<file path="config.mk">
export PLATFORM = sky130hd
export DESIGN_NAME = mc_ctrl
export DESIGN_NICKNAME = d
export VERILOG_FILES = /design/src/rtl/mc_ctrl_pkg.sv /design/src/rtl/mc_ctrl_dec.sv /design/src/rtl/mc_ctrl.sv
export SDC_FILE = /design/constraint.sdc
export NUM_CORES = 1
export LEC_CHECK = 0
export ABC_AREA = 1
export CORE_ASPECT_RATIO = 0.7
export CORE_MARGIN = 3
export CORE_UTILIZATION = 45
export CTS_CLUSTER_DIAMETER = 40
export CTS_CLUSTER_SIZE = 28
export DETAILED_ROUTE_END_ITERATION = 10
export PLACE_DENSITY = 0.93
export SLEW_MARGIN = 20
export SYNTH_ARGS = -nofsm -noshare
export SYNTH_HDL_FRONTEND = slang
export SYNTH_HIERARCHICAL = 1
export SYNTH_SLANG_ARGS = --single-unit
</file>
<file path="constraint.sdc">
create_clock -name clk -period 3.51 [get_ports clk]
set_clock_uncertainty 0.1 [all_clocks]
set_input_delay 0.702 -clock clk [delete_from_list [all_inputs] [get_ports clk]]
set_output_delay 0.702 -clock clk [all_outputs]
set_load 0.01 [all_outputs]
</file>
<file path="src/rtl/mc_ctrl_pkg.sv">
// Shared constants for the multi-cycle MIPS control unit: state encodings,
// opcode/funct values, datapath control codes and the decoder output record.
package mc_ctrl_pkg;

    typedef enum logic [2:0] {
        S_IF   = 3'd0,
        S_DCD  = 3'd1,
        S_EXE  = 3'd2,
        S_MEM  = 3'd3,
        S_WB   = 3'd4,
        S_MDU  = 3'd5,
        S_HALT = 3'd6
    } state_t;

    // Primary opcodes
    localparam logic [5:0] op_rtype  = 6'h00;
    localparam logic [5:0] op_regimm = 6'h01;
    localparam logic [5:0] op_j      = 6'h02;
    localparam logic [5:0] op_jal    = 6'h03;
    localparam logic [5:0] op_beq    = 6'h04;
    localparam logic [5:0] op_blez   = 6'h06;
    localparam logic [5:0] op_bgtz   = 6'h07;
    localparam logic [5:0] op_slti   = 6'h0A;
    localparam logic [5:0] op_ori    = 6'h0D;
    localparam logic [5:0] op_lui    = 6'h0F;
    localparam logic [5:0] op_lw     = 6'h23;
    localparam logic [5:0] op_lbu    = 6'h24;
    localparam logic [5:0] op_lhu    = 6'h25;
    localparam logic [5:0] op_sb     = 6'h28;
    localparam logic [5:0] op_sh     = 6'h29;
    localparam logic [5:0] op_sw     = 6'h2B;

    // R-type functs
    localparam logic [5:0] fn_sll   = 6'h00;
    localparam logic [5:0] fn_jr    = 6'h08;
    localparam logic [5:0] fn_jalr  = 6'h09;
    localparam logic [5:0] fn_mfhi  = 6'h10;
    localparam logic [5:0] fn_mflo  = 6'h12;
    localparam logic [5:0] fn_mult  = 6'h18;
    localparam logic [5:0] fn_multu = 6'h19;
    localparam logic [5:0] fn_div   = 6'h1A;
    localparam logic [5:0] fn_divu  = 6'h1B;
    localparam logic [5:0] fn_addu  = 6'h21;
    localparam logic [5:0] fn_subu  = 6'h23;
    localparam logic [5:0] fn_slt   = 6'h2A;

    // REGIMM rt selectors
    localparam logic [4:0] rt_bltz = 5'd0;
    localparam logic [4:0] rt_bgez = 5'd1;

    // Datapath control codes
    localparam logic [1:0] npc_pc4 = 2'd0;
    localparam logic [1:0] npc_16  = 2'd1;
    localparam logic [1:0] npc_26  = 2'd2;
    localparam logic [1:0] npc_reg = 2'd3;

    localparam logic [1:0] ext_zero = 2'd0;
    localparam logic [1:0] ext_sign = 2'd1;
    localparam logic [1:0] ext_lui  = 2'd2;

    localparam logic [1:0] alu_add = 2'd0;
    localparam logic [1:0] alu_sub = 2'd1;
    localparam logic [1:0] alu_or  = 2'd2;
    localparam logic [1:0] alu_sll = 2'd3;

    localparam logic alusrc_reg = 1'b0;
    localparam logic alusrc_imm = 1'b1;

    localparam logic [1:0] regdst_rt = 2'd0;
    localparam logic [1:0] regdst_rd = 2'd1;
    localparam logic [1:0] regdst_31 = 2'd2;

    localparam logic [2:0] mtr_alu = 3'd0;
    localparam logic [2:0] mtr_dm  = 3'd1;
    localparam logic [2:0] mtr_pc4 = 3'd2;
    localparam logic [2:0] mtr_slt = 3'd3;
    localparam logic [2:0] mtr_hi  = 3'd4;
    localparam logic [2:0] mtr_lo  = 3'd5;

    // Static decode of one instruction: datapath fields plus class bits
    typedef struct packed {
        logic [1:0] npcop;
        logic [1:0] extop;
        logic [1:0] aluop;
        logic       alusrc;
        logic [1:0] regdst;
        logic [2:0] memtoreg;
        logic       hf;
        logic       bt;
        logic       is_jump;
        logic       is_branch;
        logic       is_load;
        logic       is_store;
        logic       is_mdu;
        logic       is_div;
        logic       link;
        logic       unknown;
    } dec_t;

    // Instructions that need a data-memory state
    function automatic logic is_mem(input dec_t d);
        return d.is_load | d.is_store;
    endfunction

endpackage

</file>
<file path="src/rtl/mc_ctrl_dec.sv">
// mc_dec: purely combinational instruction decoder. Maps the IR contents to
// the static datapath fields and the class bits used by the sequencer.
module mc_dec
    import mc_ctrl_pkg::*;
(
    input  logic [31:0] instr,
    output dec_t        dec
);

    logic [5:0] op_s;
    logic [5:0] funct_s;
    logic [4:0] rt_s;
    logic       unused_s;

    assign op_s     = instr[31:26];
    assign funct_s  = instr[5:0];
    assign rt_s     = instr[20:16];
    assign unused_s = ^{instr[25:21], instr[15:6]};

    // Opcode/funct lookup; anything not listed is flagged unknown with all fields 0
    always_comb begin
        dec = '0;
        case (op_s)
            op_rtype: begin
                case (funct_s)
                    fn_sll:  begin dec.aluop = alu_sll; dec.regdst = regdst_rd; end
                    fn_addu: begin dec.aluop = alu_add; dec.regdst = regdst_rd; end
                    fn_subu: begin dec.aluop = alu_sub; dec.regdst = regdst_rd; end
                    fn_slt:  begin dec.aluop = alu_sub; dec.regdst = regdst_rd; dec.memtoreg = mtr_slt; end
                    fn_mfhi: begin dec.regdst = regdst_rd; dec.memtoreg = mtr_hi; end
                    fn_mflo: begin dec.regdst = regdst_rd; dec.memtoreg = mtr_lo; end
                    fn_jr:   begin dec.npcop = npc_reg; dec.is_jump = 1'b1; end
                    fn_jalr: begin
                        dec.npcop    = npc_reg;
                        dec.regdst   = regdst_rd;
                        dec.memtoreg = mtr_pc4;
                        dec.is_jump  = 1'b1;
                        dec.link     = 1'b1;
                    end
                    fn_mult, fn_multu: dec.is_mdu = 1'b1;
                    fn_div, fn_divu:   begin dec.is_mdu = 1'b1; dec.is_div = 1'b1; end
                    default: dec.unknown = 1'b1;
                endcase
            end
            op_regimm: begin
                if ((rt_s == rt_bltz) || (rt_s == rt_bgez)) begin
                    dec.npcop     = npc_16;
                    dec.extop     = ext_sign;
                    dec.aluop     = alu_sub;
                    dec.is_branch = 1'b1;
                end else begin
                    dec.unknown = 1'b1;
                end
            end
            op_beq, op_blez, op_bgtz: begin
                dec.npcop     = npc_16;
                dec.extop     = ext_sign;
                dec.aluop     = alu_sub;
                dec.is_branch = 1'b1;
            end
            op_j:   begin dec.npcop = npc_26; dec.is_jump = 1'b1; end
            op_jal: begin
                dec.npcop    = npc_26;
                dec.regdst   = regdst_31;
                dec.memtoreg = mtr_pc4;
                dec.is_jump  = 1'b1;
                dec.link     = 1'b1;
            end
            op_ori:  begin dec.extop = ext_zero; dec.aluop = alu_or;  dec.alusrc = alusrc_imm; end
            op_slti: begin dec.extop = ext_sign; dec.aluop = alu_sub; dec.alusrc = alusrc_imm; dec.memtoreg = mtr_slt; end
            op_lui:  begin dec.extop = ext_lui;  dec.aluop = alu_or;  dec.alusrc = alusrc_imm; end
            op_lw, op_lbu, op_lhu: begin
                dec.extop    = ext_sign;
                dec.alusrc   = alusrc_imm;
                dec.memtoreg = mtr_dm;
                dec.hf       = (op_s == op_lhu);
                dec.bt       = (op_s == op_lbu);
                dec.is_load  = 1'b1;
            end
            op_sw, op_sh, op_sb: begin
                dec.extop    = ext_sign;
                dec.alusrc   = alusrc_imm;
                dec.hf       = (op_s == op_sh);
                dec.bt       = (op_s == op_sb);
                dec.is_store = 1'b1;
            end
            default: dec.unknown = 1'b1;
        endcase
    end

endmodule

</file>
<file path="src/rtl/mc_ctrl.sv">
// mc_ctrl: multi-cycle MIPS control unit. Holds the state register, the
// multiply/divide wait counter and the per-state strobe logic; static fields
// come from mc_dec. Optional macro MC_CTRL_RI_EXC_EN turns unknown
// instructions into a reserved-instruction halt instead of a nop.
module mc_ctrl
    import mc_ctrl_pkg::*;
#(
    parameter int unsigned MULT_LAT = 5,
    parameter int unsigned DIV_LAT  = 10,
    parameter int unsigned CNT_W    = 5
)(
    input  logic        clk,
    input  logic        reset,
    input  logic [31:0] instr,
    input  logic        cmp_true,
    output logic        pc_we,
    output logic        ir_we,
    output logic        reg_we,
    output logic        mem_we,
    output logic [1:0]  npcop,
    output logic [1:0]  extop,
    output logic [1:0]  aluop,
    output logic        alusrc,
    output logic [1:0]  regdst,
    output logic [2:0]  memtoreg,
    output logic        hf,
    output logic        bt,
    output logic        mdu_start,
    output logic        hilo_we,
    output logic [2:0]  state,
    output logic        ri_exc
);

    localparam logic [CNT_W-1:0] mult_last_c = CNT_W'(MULT_LAT - 1);
    localparam logic [CNT_W-1:0] div_last_c  = CNT_W'(DIV_LAT - 1);
    localparam logic [CNT_W-1:0] cnt_one_c   = CNT_W'(1);

    state_t           state_r, state_next_s;
    logic [CNT_W-1:0] cnt_r, cnt_next_s, lat_last_s;
    dec_t             dec_s;
    logic             pc_we_s, ir_we_s, reg_we_s, mem_we_s;
    logic             mdu_start_s, hilo_we_s, ri_exc_s;

    mc_dec u_dec (
        .instr (instr),
        .dec   (dec_s)
    );

    assign lat_last_s = dec_s.is_div ? div_last_c : mult_last_c;
    assign state      = state_r;

    // State register and MDU counter, synchronous reset to a clean fetch
    always_ff @(posedge clk) begin
        if (reset) begin
            state_r <= S_IF;
            cnt_r   <= '0;
        end else begin
            state_r <= state_next_s;
            cnt_r   <= cnt_next_s;
        end
    end

    // Next-state and raw strobe decode per state
    always_comb begin
        state_next_s = state_r;
        cnt_next_s   = cnt_r;
        pc_we_s      = 1'b0;
        ir_we_s      = 1'b0;
        reg_we_s     = 1'b0;
        mem_we_s     = 1'b0;
        mdu_start_s  = 1'b0;
        hilo_we_s    = 1'b0;
        ri_exc_s     = 1'b0;
        case (state_r)
            S_IF: begin
                ir_we_s      = 1'b1;
                pc_we_s      = 1'b1;
                state_next_s = S_DCD;
            end
            S_DCD: begin
                if (dec_s.unknown) begin
`ifdef MC_CTRL_RI_EXC_EN
                    ri_exc_s     = 1'b1;
                    state_next_s = S_HALT;
`else
                    state_next_s = S_IF;
`endif
                end else if (dec_s.is_jump) begin
                    // link writes the PC already incremented in S_IF
                    pc_we_s      = 1'b1;
                    reg_we_s     = dec_s.link;
                    state_next_s = S_IF;
                end else begin
                    state_next_s = S_EXE;
                end
            end
            S_EXE: begin
                if (dec_s.is_branch) begin
                    pc_we_s      = cmp_true;
                    state_next_s = S_IF;
                end else if (dec_s.is_mdu) begin
                    mdu_start_s  = 1'b1;
                    cnt_next_s   = '0;
                    state_next_s = S_MDU;
                end else if (is_mem(dec_s)) begin
                    state_next_s = S_MEM;
                end else begin
                    state_next_s = S_WB;
                end
            end
            S_MDU: begin
                if (cnt_r == lat_last_s) begin
                    hilo_we_s    = 1'b1;
                    cnt_next_s   = '0;
                    state_next_s = S_IF;
                end else begin
                    cnt_next_s   = cnt_r + cnt_one_c;
                end
            end
            S_MEM: begin
                if (dec_s.is_store) begin
                    mem_we_s     = 1'b1;
                    state_next_s = S_IF;
                end else begin
                    state_next_s = S_WB;
                end
            end
            S_WB: begin
                reg_we_s     = 1'b1;
                state_next_s = S_IF;
            end
            S_HALT: begin
`ifdef MC_CTRL_RI_EXC_EN
                state_next_s = S_HALT;
`else
                state_next_s = S_IF;
`endif
            end
            default: state_next_s = S_IF;
        endcase
    end

    // Strobe outputs, forced low while reset is held
    always_comb begin
        if (reset) begin
            pc_we     = 1'b0;
            ir_we     = 1'b0;
            reg_we    = 1'b0;
            mem_we    = 1'b0;
            mdu_start = 1'b0;
            hilo_we   = 1'b0;
            ri_exc    = 1'b0;
        end else begin
            pc_we     = pc_we_s;
            ir_we     = ir_we_s;
            reg_we    = reg_we_s;
            mem_we    = mem_we_s;
            mdu_start = mdu_start_s;
            hilo_we   = hilo_we_s;
            ri_exc    = ri_exc_s;
        end
    end

    // Static field outputs; NPC selects PC+4 while fetching, all zero in reset
    always_comb begin
        if (reset) begin
            npcop    = npc_pc4;
            extop    = 2'd0;
            aluop    = 2'd0;
            alusrc   = 1'b0;
            regdst   = 2'd0;
            memtoreg = 3'd0;
            hf       = 1'b0;
            bt       = 1'b0;
        end else begin
            npcop    = (state_r == S_IF) ? npc_pc4 : dec_s.npcop;
            extop    = dec_s.extop;
            aluop    = dec_s.aluop;
            alusrc   = dec_s.alusrc;
            regdst   = dec_s.regdst;
            memtoreg = dec_s.memtoreg;
            hf       = dec_s.hf;
            bt       = dec_s.bt;
        end
    end

endmodule

</file>
==> results_dict.tcl <==
set metrics [dict create \
    outcome "finished clean" \
    total_power_uw 341 \
    max_cap_viol_count 0 \
    synth-seq-area-share_pct 12.5 \
    hpwlAfterDp_um 3120 \
    final.period_utilization_pct 96.5 \
    detail_route.iter0.violations 94 \
    grt_pass1_wl_um 6690 \
    grt_pass1_vias 1523 \
    synth_area_um2 1280 \
    ctsLongestPathBuffers 2 \
    tritoncts "yes" \
    die_w_um 69.8 \
    finish.cell_count_without_fillers 337 \
    synth_async_sr_flop_share_pct 0 \
    timing_max_transition_violations_final 0 \
    timing.critical_path.fanout_max 4 \
    cellPowerDensity_nw_per_um2 164 \
    synth.distinct_cells 30 \
    cts.root.buffer_cell "clkbuf_8" \
    finalCriticalPeriod_ns 3.39 \
    placement_row_count 15 \
    floorplan.initialDensity_pct 49.5 \
    drt-pass1-iter-count 4 \
    ctsHtreeMaxLevel 1 \
    critical_path.startpoint_type "input pin" \
    hold_violations 0 \
    postSynthRegisterBits 8 \
    synth_top_flop_cell "dfxtp_1" \
    worst-endpoint-required_ns 2.71 \
    gp_congestion 0.900 \
    setup_slack_ns 0.124 \
    die-area_um2 3540 \
    p_leak_uw 0.00118 \
    boundaryPins 59 \
    seq_area_um2 160 \
    cp-end-kind "primary output" \
    layout-area-overhead-vs-synth_pct 62.1 \
    n_antenna_cell 0 \
    place_inst 334 \
    post_drt_wl_per_cell_um 11.7 \
    synth-warning-count 6 \
    syn_avg_cell_area_um2 5.50 \
    hold_depth 2 \
    pin_count_of_the_biggest_net_entering_global_routing 27 \
    place_ws_ns -0.133 \
    hold_path.startpoint "cnt_r[4]$_SDFFE_PP0P_" \
    cts.hold.buffers_added 0 \
    reg2reg_setup_slack_ns 2.12 \
    synth_nets 269 \
    worst-r2r-cell-count 4 \
    vias 1705 \
    final_layout_size_suffix_gt1_share_pct 26.7 \
    synth-edff-count 0 \
    globalRoute.totalOverflow 0 \
    setup_viol 0 \
    floorplan.die.height_um 50.7 \
    clock_sink_count 8 \
    fmax_mhz 295 \
    groute.usage.overall_pct 23.0 \
    detail_route.wirelength_um 3950 \
    port_buffers 41 \
    initial_antenna_violation_count 0 \
    drtAntennaViolNets 0 \
    post_cts_setup_bufs 0 \
    worst_ep_arrival_time_ns 2.58 \
    final_net_count 341 \
    clock_latency_ns 0.23 \
    setup.worst_path.class "in -> out" \
    syn-instance-count 233 \
    num-fill-cells 189 \
    critical_path.reg2reg.endpoint "state[0]$_SDFFE_PP0P_" \
    fp.coreArea_um2 2590 \
    clock_pin_transition_on_the_worst_setup_and_hold_timing_paths_ns 0.04 \
    worstHoldPathType "reg -> reg" \
    finalCoreUtilization_pct 80.3 \
    drc_violations_left 0 \
    holdPathEnd "cnt_r[4]$_SDFFE_PP0P_" \
    vdd_ir_drop_max_uv 184 \
    cts_inserted_buffers 3 \
    worst_r2r_startpoint "state[1]$_SDFFE_PP0P_" \
    area_of_the_multi_input_gates_um2 983 \
    drt-vias-per-instance 5.06 \
]
## power breakdown
part	total, uW	leakage, uW	switching (uW)	internal, uW
Sequential	98.0	0.0000648	4.69	93.3
Clock	112	0.0000216	37.5	74.4
Combinational	131	0.00110	69.8	60.8
Total	341	0.00118	112	229
## routing by layer
layer | routed length, um | GRT usage, % | part of all wire [%] | up-vias
li1 | - | - | - | 867
met1 | 1780 | 29.4 | 45 | 767
met2 | 1860 | 40.4 | 47 | 71
met3 | 307 | 6.00 | 7.8 | 0
met4 | 0 | 1.59 | 0 | 0
met5 | 0 | 0 | 0 | -
## worst max-delay path by stage
stage / endpoint / slack [ns] / cells after the start / startpoint
2_1_floorplan: hilo_we / 0.87 / 9 / instr[29]
3_3_place_gp: reg_we / -0.08 / 12 / instr[3]
3_5_place_dp: reg_we / -0.13 / 12 / instr[3]
4_1_cts: extop[0] / 0.001 / 12 / instr[28]
5_1_grt: aluop[1] / -0.02 / 11 / instr[4]
6_report: regdst[0] / 0.12 / 10 / instr[2]
## Yosys cell counts (2+ instances only)
master   instances  area share, %
a21oi_1          3            1.2
a21oi_2          4            2.7
buf_2            2           0.78
dfxtp_1          8             12
inv_1           35             10
inv_2            9            2.6
nand2_1         48             14
nand2_2          5            2.4
nand2_4          3            2.6
nand3_1         22            8.6
nand3_2          5            3.9
nand4_1          6            2.9
nand4_2          2            2.0
nor2_1          49             14
nor2_2           5            2.4
nor2_4           3            2.6
nor2_8           2            3.1
nor3_1           5            2.0
o21a_1           2            1.2
o21ai_0          3            1.2
o21ai_1          3            1.2
## logic make-up (layout without fill, tap and decap cells)
kind of cell	Yosys count	after routing	synth area share [%]
adder cells (fa/ha/maj)	1	1	0.975
AO/OA/AOI/OAI	16	16	8.00
AND/OR/NAND/NOR	157	157	62.3
flip-flops	8	8	12.5
other	1	1	0.292
buffers and inverters	49	119	15.2
XOR/XNOR	1	1	0.683
## what timing repair did
action,in CTS,in global routing
pin swaps,1,2
setup endpoints to repair,6,12
resized for setup,7,23
## state kept, by name (all words and copies together) (netlist names)
signal / count
cnt_r: 5
state: 3
## area by class of cell
class                           instances  share of cell area, %
Clock buffer                            3                   1.99
Tap cell                               34                   2.05
Sequential cell                         8                   7.70
Inverter                               45                   8.36
Multi-Input combinational cell        176                   47.3
Timing Repair Buffer                   71                   32.6
## critical path: stages
cell             delay, ns
clkdlybuf4s50_1       0.49
nor2_4                0.21
nand4_4               0.13
nor2_8                0.15
nand2_4               0.05
buf_4                 0.13
nand2_1               0.06
inv_1                 0.04
nor2_1                0.07
clkdlybuf4s50_1       0.54
## metrics by stage
stage / instance area (um2) / hold WS, ns / TNS, ns
2_1_floorplan: 1280 / 0.371 / 0
3_3_place_gp: 1950 / 0.388 / -0.186
3_5_place_dp: 1950 / 0.392 / -0.490
4_1_cts: 2010 / 0.410 / 0
5_1_grt: 2080 / 0.438 / -0.0430
6_report: 2080 / 0.416 / 0
## layout by cell type, fill, tap and decap left out, types with 5 or more instances in the layout
| master | Yosys | layout |
|---|---|---|
| nand2_1 | 48 | 48 |
| clkdlybuf4s50_1 | 0 | 25 |
| nand3_2 | 5 | 5 |
| a21oi_2 | 4 | 5 |
| buf_4 | 1 | 29 |
| nor2_4 | 3 | 6 |
| inv_1 | 35 | 35 |
| nor2_2 | 5 | 7 |
| nor2_1 | 49 | 44 |
| nand3_1 | 22 | 22 |
| nand4_1 | 6 | 6 |
| inv_2 | 9 | 9 |
| dfxtp_1 | 8 | 8 |
| dlymetal6s2s_1 | 0 | 13 |
| nand2_2 | 5 | 5 |
Note: power is estimated with default switching activity, not from simulation.
